===== src/rtl/wb_pkg.sv =====
// Shared types and constants for the writeback queue.
// Provides XLEN, NREG, REG_ZERO (XZR encoding) and the queued entry payload type.
package wb_pkg;

  localparam int unsigned XLEN  = 64;
  localparam int unsigned NREG  = 32;
  localparam int unsigned REG_W = $clog2(NREG);

  localparam logic [REG_W-1:0] REG_ZERO = 5'd31;

  // Queued writeback: destination register and value ("reg" is a keyword, hence wreg)
  typedef struct packed {
    logic [REG_W-1:0] wreg;
    logic [XLEN-1:0]  data;
  } wb_entry_t;

endpackage


===== src/rtl/wb_fwd_match.sv =====
// Youngest-match search over the valid window of the writeback queue.
// Ports:
//   entries  - queue storage (indexed by physical slot)
//   head     - slot of the oldest valid entry
//   count    - number of valid entries starting at head
//   rd_reg   - register being read; XZR never hits
//   hit      - some valid entry targets rd_reg
//   data     - data of the youngest such entry (0 when no hit)
module wb_fwd_match
  import wb_pkg::*;
#(
  parameter int unsigned DEPTH = 4
) (
  input  wb_entry_t               entries [DEPTH],
  input  logic [$clog2(DEPTH)-1:0] head,
  input  logic [$clog2(DEPTH):0]   count,
  input  logic [REG_W-1:0]         rd_reg,
  output logic                     hit,
  output logic [XLEN-1:0]          data
);

  localparam int unsigned PTR_W = $clog2(DEPTH);
  localparam int unsigned CNT_W = PTR_W + 1;

  logic [PTR_W-1:0] idx;

  // Walk oldest to youngest; the last match seen is the youngest.
  always_comb begin
    hit  = 1'b0;
    data = '0;
    idx  = '0;
    for (int unsigned age = 0; age < DEPTH; age++) begin
      idx = head + PTR_W'(age);
      if ((CNT_W'(age) < count) && (rd_reg != REG_ZERO) &&
          (entries[idx].wreg == rd_reg)) begin
        hit  = 1'b1;
        data = entries[idx].data;
      end
    end
  end

endmodule


===== src/rtl/wb_queue.sv =====
// Writeback queue: circular FIFO of {reg, data} writebacks feeding the
// register file write port, with optional read forwarding.
// Ports:
//   clk, reset                      - clock, async active-high reset
//   in_valid/in_ready/in_reg/in_data - writeback request handshake
//   wr_stall                        - holds issue to the register file
//   RegWrite/WriteRegister/WriteData - register file write port (combinational)
//   ReadRegister1/2, fwd_hit1/2, fwd_data1/2 - forwarding lookups
//   count, empty                    - occupancy
// Build option: define WB_QUEUE_BYPASS_EN to include forwarding logic;
// otherwise fwd_* outputs are tied to 0.
module wb_queue
  import wb_pkg::*;
#(
  parameter int unsigned DEPTH = 4
) (
  input  logic                   clk,
  input  logic                   reset,
  input  logic                   in_valid,
  output logic                   in_ready,
  input  logic [4:0]             in_reg,
  input  logic [63:0]            in_data,
  input  logic                   wr_stall,
  output logic                   RegWrite,
  output logic [4:0]             WriteRegister,
  output logic [63:0]            WriteData,
  input  logic [4:0]             ReadRegister1,
  input  logic [4:0]             ReadRegister2,
  output logic                   fwd_hit1,
  output logic                   fwd_hit2,
  output logic [63:0]            fwd_data1,
  output logic [63:0]            fwd_data2,
  output logic [$clog2(DEPTH):0] count,
  output logic                   empty
);

  localparam int unsigned PTR_W = $clog2(DEPTH);
  localparam int unsigned CNT_W = PTR_W + 1;

  wb_entry_t        mem [DEPTH];
  logic [PTR_W-1:0] head;
  logic [PTR_W-1:0] tail;
  logic             push;
  logic             pop;

  assign empty    = (count == '0);
  assign in_ready = (count < CNT_W'(DEPTH));

  // XZR writes are accepted but dropped.
  assign push = in_valid && in_ready && (in_reg != REG_ZERO);
  // Head is only visible after it has been registered, so an entry pushed
  // into an empty queue issues no earlier than the following cycle.
  assign pop  = RegWrite;

  assign RegWrite      = !empty && !wr_stall;
  assign WriteRegister = empty ? REG_ZERO : mem[head].wreg;
  assign WriteData     = empty ? '0 : mem[head].data;

  // Pointer and occupancy state.
  always_ff @(posedge clk or posedge reset) begin
    if (reset) begin
      head  <= '0;
      tail  <= '0;
      count <= '0;
    end else begin
      if (push) tail <= tail + PTR_W'(1);
      if (pop)  head <= head + PTR_W'(1);
      case ({push, pop})
        2'b10:   count <= count + CNT_W'(1);
        2'b01:   count <= count - CNT_W'(1);
        default: count <= count;
      endcase
    end
  end

  // Entry storage; slots outside the valid window are never observed.
  always_ff @(posedge clk) begin
    if (push) mem[tail] <= '{wreg: in_reg, data: in_data};
  end

`ifdef WB_QUEUE_BYPASS_EN
  wb_fwd_match #(.DEPTH(DEPTH)) u_fwd1 (
    .entries (mem),
    .head    (head),
    .count   (count),
    .rd_reg  (ReadRegister1),
    .hit     (fwd_hit1),
    .data    (fwd_data1)
  );

  wb_fwd_match #(.DEPTH(DEPTH)) u_fwd2 (
    .entries (mem),
    .head    (head),
    .count   (count),
    .rd_reg  (ReadRegister2),
    .hit     (fwd_hit2),
    .data    (fwd_data2)
  );
`else
  // Forwarding not built; read addresses are intentionally left unconsumed.
  logic unused_rd;
  assign unused_rd = ^{ReadRegister1, ReadRegister2};

  assign fwd_hit1  = 1'b0;
  assign fwd_hit2  = 1'b0;
  assign fwd_data1 = '0;
  assign fwd_data2 = '0;
`endif

endmodule


===== config.mk =====
export PLATFORM = sky130hd
export DESIGN_NAME = wb_queue
export DESIGN_NICKNAME = d
export VERILOG_FILES = /design/src/rtl/wb_pkg.sv /design/src/rtl/wb_fwd_match.sv /design/src/rtl/wb_queue.sv
export SDC_FILE = /design/constraint.sdc
export NUM_CORES = 1
export LEC_CHECK = 0
export ABC_CLOCK_PERIOD_IN_PS = 2800
export BUFFER_PORTS_ARGS = -buffer_cell sky130_fd_sc_hd__buf_4
export CORE_MARGIN = 8
export CORE_UTILIZATION = 50
export CTS_BUF_LIST = sky130_fd_sc_hd__clkbuf_4
export DETAILED_ROUTE_END_ITERATION = 8
export GPL_TIMING_DRIVEN = 0
export PLACE_DENSITY = 0.83
export SYNTH_ARGS = -nofsm -noshare
export SYNTH_HDL_FRONTEND = slang
export SYNTH_HIERARCHICAL = 1
export SYNTH_SLANG_ARGS = --single-unit

===== constraint.sdc =====
create_clock -name clk -period 2.8 [get_ports clk]
set_input_delay 0.56 -clock clk [delete_from_list [all_inputs] [get_ports clk]]
set_output_delay 0.56 -clock clk [all_outputs]
set_load 0.05 [all_outputs]

==> impl_results.md <==
* Status: finished with violations
* Failing checks: negative setup slack
* Area Overhead vs Synth at 29.86%
* Largest net degree at the start of global routing at 42
* GR Overflow Total at 0
* Path type of the worst min-delay path: primary input to flop
* Worst setup margin at -21.35 ps
* Average cell area after synthesis at 19.43 um^2
* Via count at 6137
* Nets at 1053
* Placed cell count at 1207
* Leak at 6.078 nW
* Mapped Cells at 608
* Die Height at 169.7 um
* Fmax at 354.4 MHz
* Tcrit/Tclk final at 100.8%
* Starting density of the core at 50.64%
* H-Tree Depth at 3
* Die area at 28810 um^2
* Root Buffer: clkbuf_4
* Primary FF master, synth: edfxtp_1
* Post-synth ARST share at 2.473%
* Dpl hpwl at 16630 um
* Core ar. at 23330 um^2
* Crit-path max FO at 5
* RSZ-0062 raised after global routing: true
* Clk_lat worst skew at 660 ps
* Total track usage at 16.65%
* Seq cells post-synth at 283
* Post-route ant nets at 0
* Max-slew headroom at 63.87%
* Final count of negative-setup-slack endpoints at 16
* GP Congestion at 0.6974
* CP Launch Type: flop
* Fillers at 1604
* Total Routed Length at 24590 um
* Num rows at 56
* I/O Buffers at 147
* Leading area contributor after synthesis: edfxtp_1
* Layout cells sized above 1 at 48.67%
* Critical Path End Type: primary output
* Pwr per Cell Area at 1156 nW/um^2
* Drt drc at 0
* Total of warnings raised by yosys at 6
* Peak supply drop at 0.001141 V
* WS Path Type: flop to primary output
* Layout Skew at 40.82 ps
* Mapped Area at 11820 um^2
* Sequential area share after synthesis at 71.62%
* Final core occ at 65.77%
* Top post-synthesis cells by area: edfxtp_1 70%, mux4_2 13%, buf_4 8.6%, nor2b_1 3.4%, dfrtp_1 1.5%
* Non-Filler Instances at 1335
* Synth unique cells at 25
* Deepest clock path buffer count at 3
* Area share of the leading cell type in the synthesized netlist at 70.14%
* Drt pass-1 iters at 4
* Die X-Extent at 169.7 um
* Initial drt markers at 282
* Wire per inst at 18.42 um
* Num ports at 288
* Final hold vios at 0
* Minimum clock period at 2821 ps
* CTS tree: built
* Slew @ Worst Pin at 541.9 ps
* Via density at 4.597
* Initial antenna violation count at 1
* Placement Cell Area at 13920 um^2
* Post-synth EDFFs at 276
* Number of buffers created by CTS at 69
* Hold_ws at 94.48 ps
* Max Cap Viol at 0
* Vias in the first global route at 6739
* Finished Cell Area at 15340 um^2
* Pre-CTS setup slack at 39.62 ps
* CP Data Required Time at 2240 ps
* Max Slew Vio Count at 0
* Worst-path clk slew at 70 ps
* First-pass GRT wire length at 36720 um
* Crit path DAT at 2260 ps
* Sink Count at 283
==> sequential cells by signal (all words and copies together) (netlist names) <==
signal	cells
head	2
tail	2
count	3
mem	276
==> logic make-up (layout without fill, tap and decap cells) <==
group | Yosys count | count (layout) | synth area share, %
XOR/XNOR | 6 | 6 | 0.4448
other | 1 | 131 | 0.03174
multiplexers | 71 | 71 | 13.33
flip-flops | 283 | 283 | 71.62
AND/OR/NAND/NOR | 79 | 79 | 4.151
buffers and inverters | 161 | 439 | 9.636
adder cells (fa/ha/maj) | 6 | 6 | 0.6989
AO/OA/AOI/OAI | 1 | 1 | 0.08471
==> where the power goes <==
group	internal, mW	switching, mW	leakage [nW]	total (mW)
Sequential	5.30	0.163	2.59	5.46
Clock	1.72	1.57	0.508	3.30
Combinational	3.56	5.42	2.98	8.99
Total	10.6	7.16	6.08	17.7
==> worst max-delay path, cell delays in order, from the launching register on <==
cell and delay [ps]:
dfrtp_2 420, clkbuf_16 180, buf_12 120, mux4_2 480, or2_1 240, buf_6 160
==> synth_stat cells (3+ instances only) <==
cell type	number
and2_1	4
buf_2	7
buf_4	136
clkbuf_1	8
dfrtp_1	7
edfxtp_1	276
ha_1	5
inv_1	8
mux4_2	69
nor2b_1	64
or2_1	4
xnor2_1	3
xor2_1	3
==> repair_timing <==
action / CTS / global route
resized for setup: 47 / 80
buffers inserted: 2 / 0
pin swaps: 1 / 0
setup endpoints to repair: 71 / 69
hold buffers: 1 / 0
hold endpoints to repair: 7 / 0
gates cloned: 0 / 2
==> path summary, 6_finish.rpt <==
path / from / end / slack [ps] / cells past startpoint
setup / recovery: head[0]$_DFFE_PP0P_ / WriteRegister[3] / -20 / 5
hold / removal: in_data[1] / mem[0][1]$_DFFE_PP_ / 90 / 1
setup reg to reg: count[2]$_DFFE_PP0P_ / mem[1][34]$_DFFE_PP_ / 660 / 4
hold reg to reg: tail[1]$_DFFE_PP0P_ / tail[1]$_DFFE_PP0P_ / 580 / 1
max in group asynchronous: reset / head[1]$_DFFE_PP0P_ / 2140 / 3
min in group asynchronous: reset / count[0]$_DFFE_PP0P_ / 410 / 3
==> through the flow <==
step,power [mW],setup TNS (ps)
CTS,17.25,-6766
floorplan,11.31,0
global placement,13.43,-53170
global route,18.57,-8337
finish,17.75,-145.7
detailed placement,13.55,0
==> layout by cell type, fill, tap and decap left out, drive strengths merged, types with 2 or more instances in the layout <==
cell type / instances
and2: 4
buf: 298
bufinv: 2
clkbuf: 101
clkinv: 28
conb: 130
dfrtp: 7
edfxtp: 276
ha: 5
inv: 9
mux4: 69
nor2: 2
nor2b: 64
or2: 5
xnor2: 3
xor2: 3
==> area by class of cell <==
type,count,area (um^2),area share (%)
sequential,283,8464,55.16
clock inverter,31,190.2,1.239
antenna,1,2.502,0.01631
tap,319,399.1,2.601
multi-input combinational,293,2795,18.22
inverter,8,30.03,0.1957
clock buffer,91,683.2,4.452
timing repair buffer,156,1564,10.19
buffer,153,1216,7.926
==> metal layers <==
layer	wire (um)	GRT usage (%)	part of all wire [%]	vias to the layer above
li1	-	-	-	2832
met3	2905	6.909	12	45
met4	493	6.926	2.0	0
met2	12440	28.80	51	296
met1	8748	17.76	36	2964
met5	0	0	0	-
(Power assumes the default switching activity.)
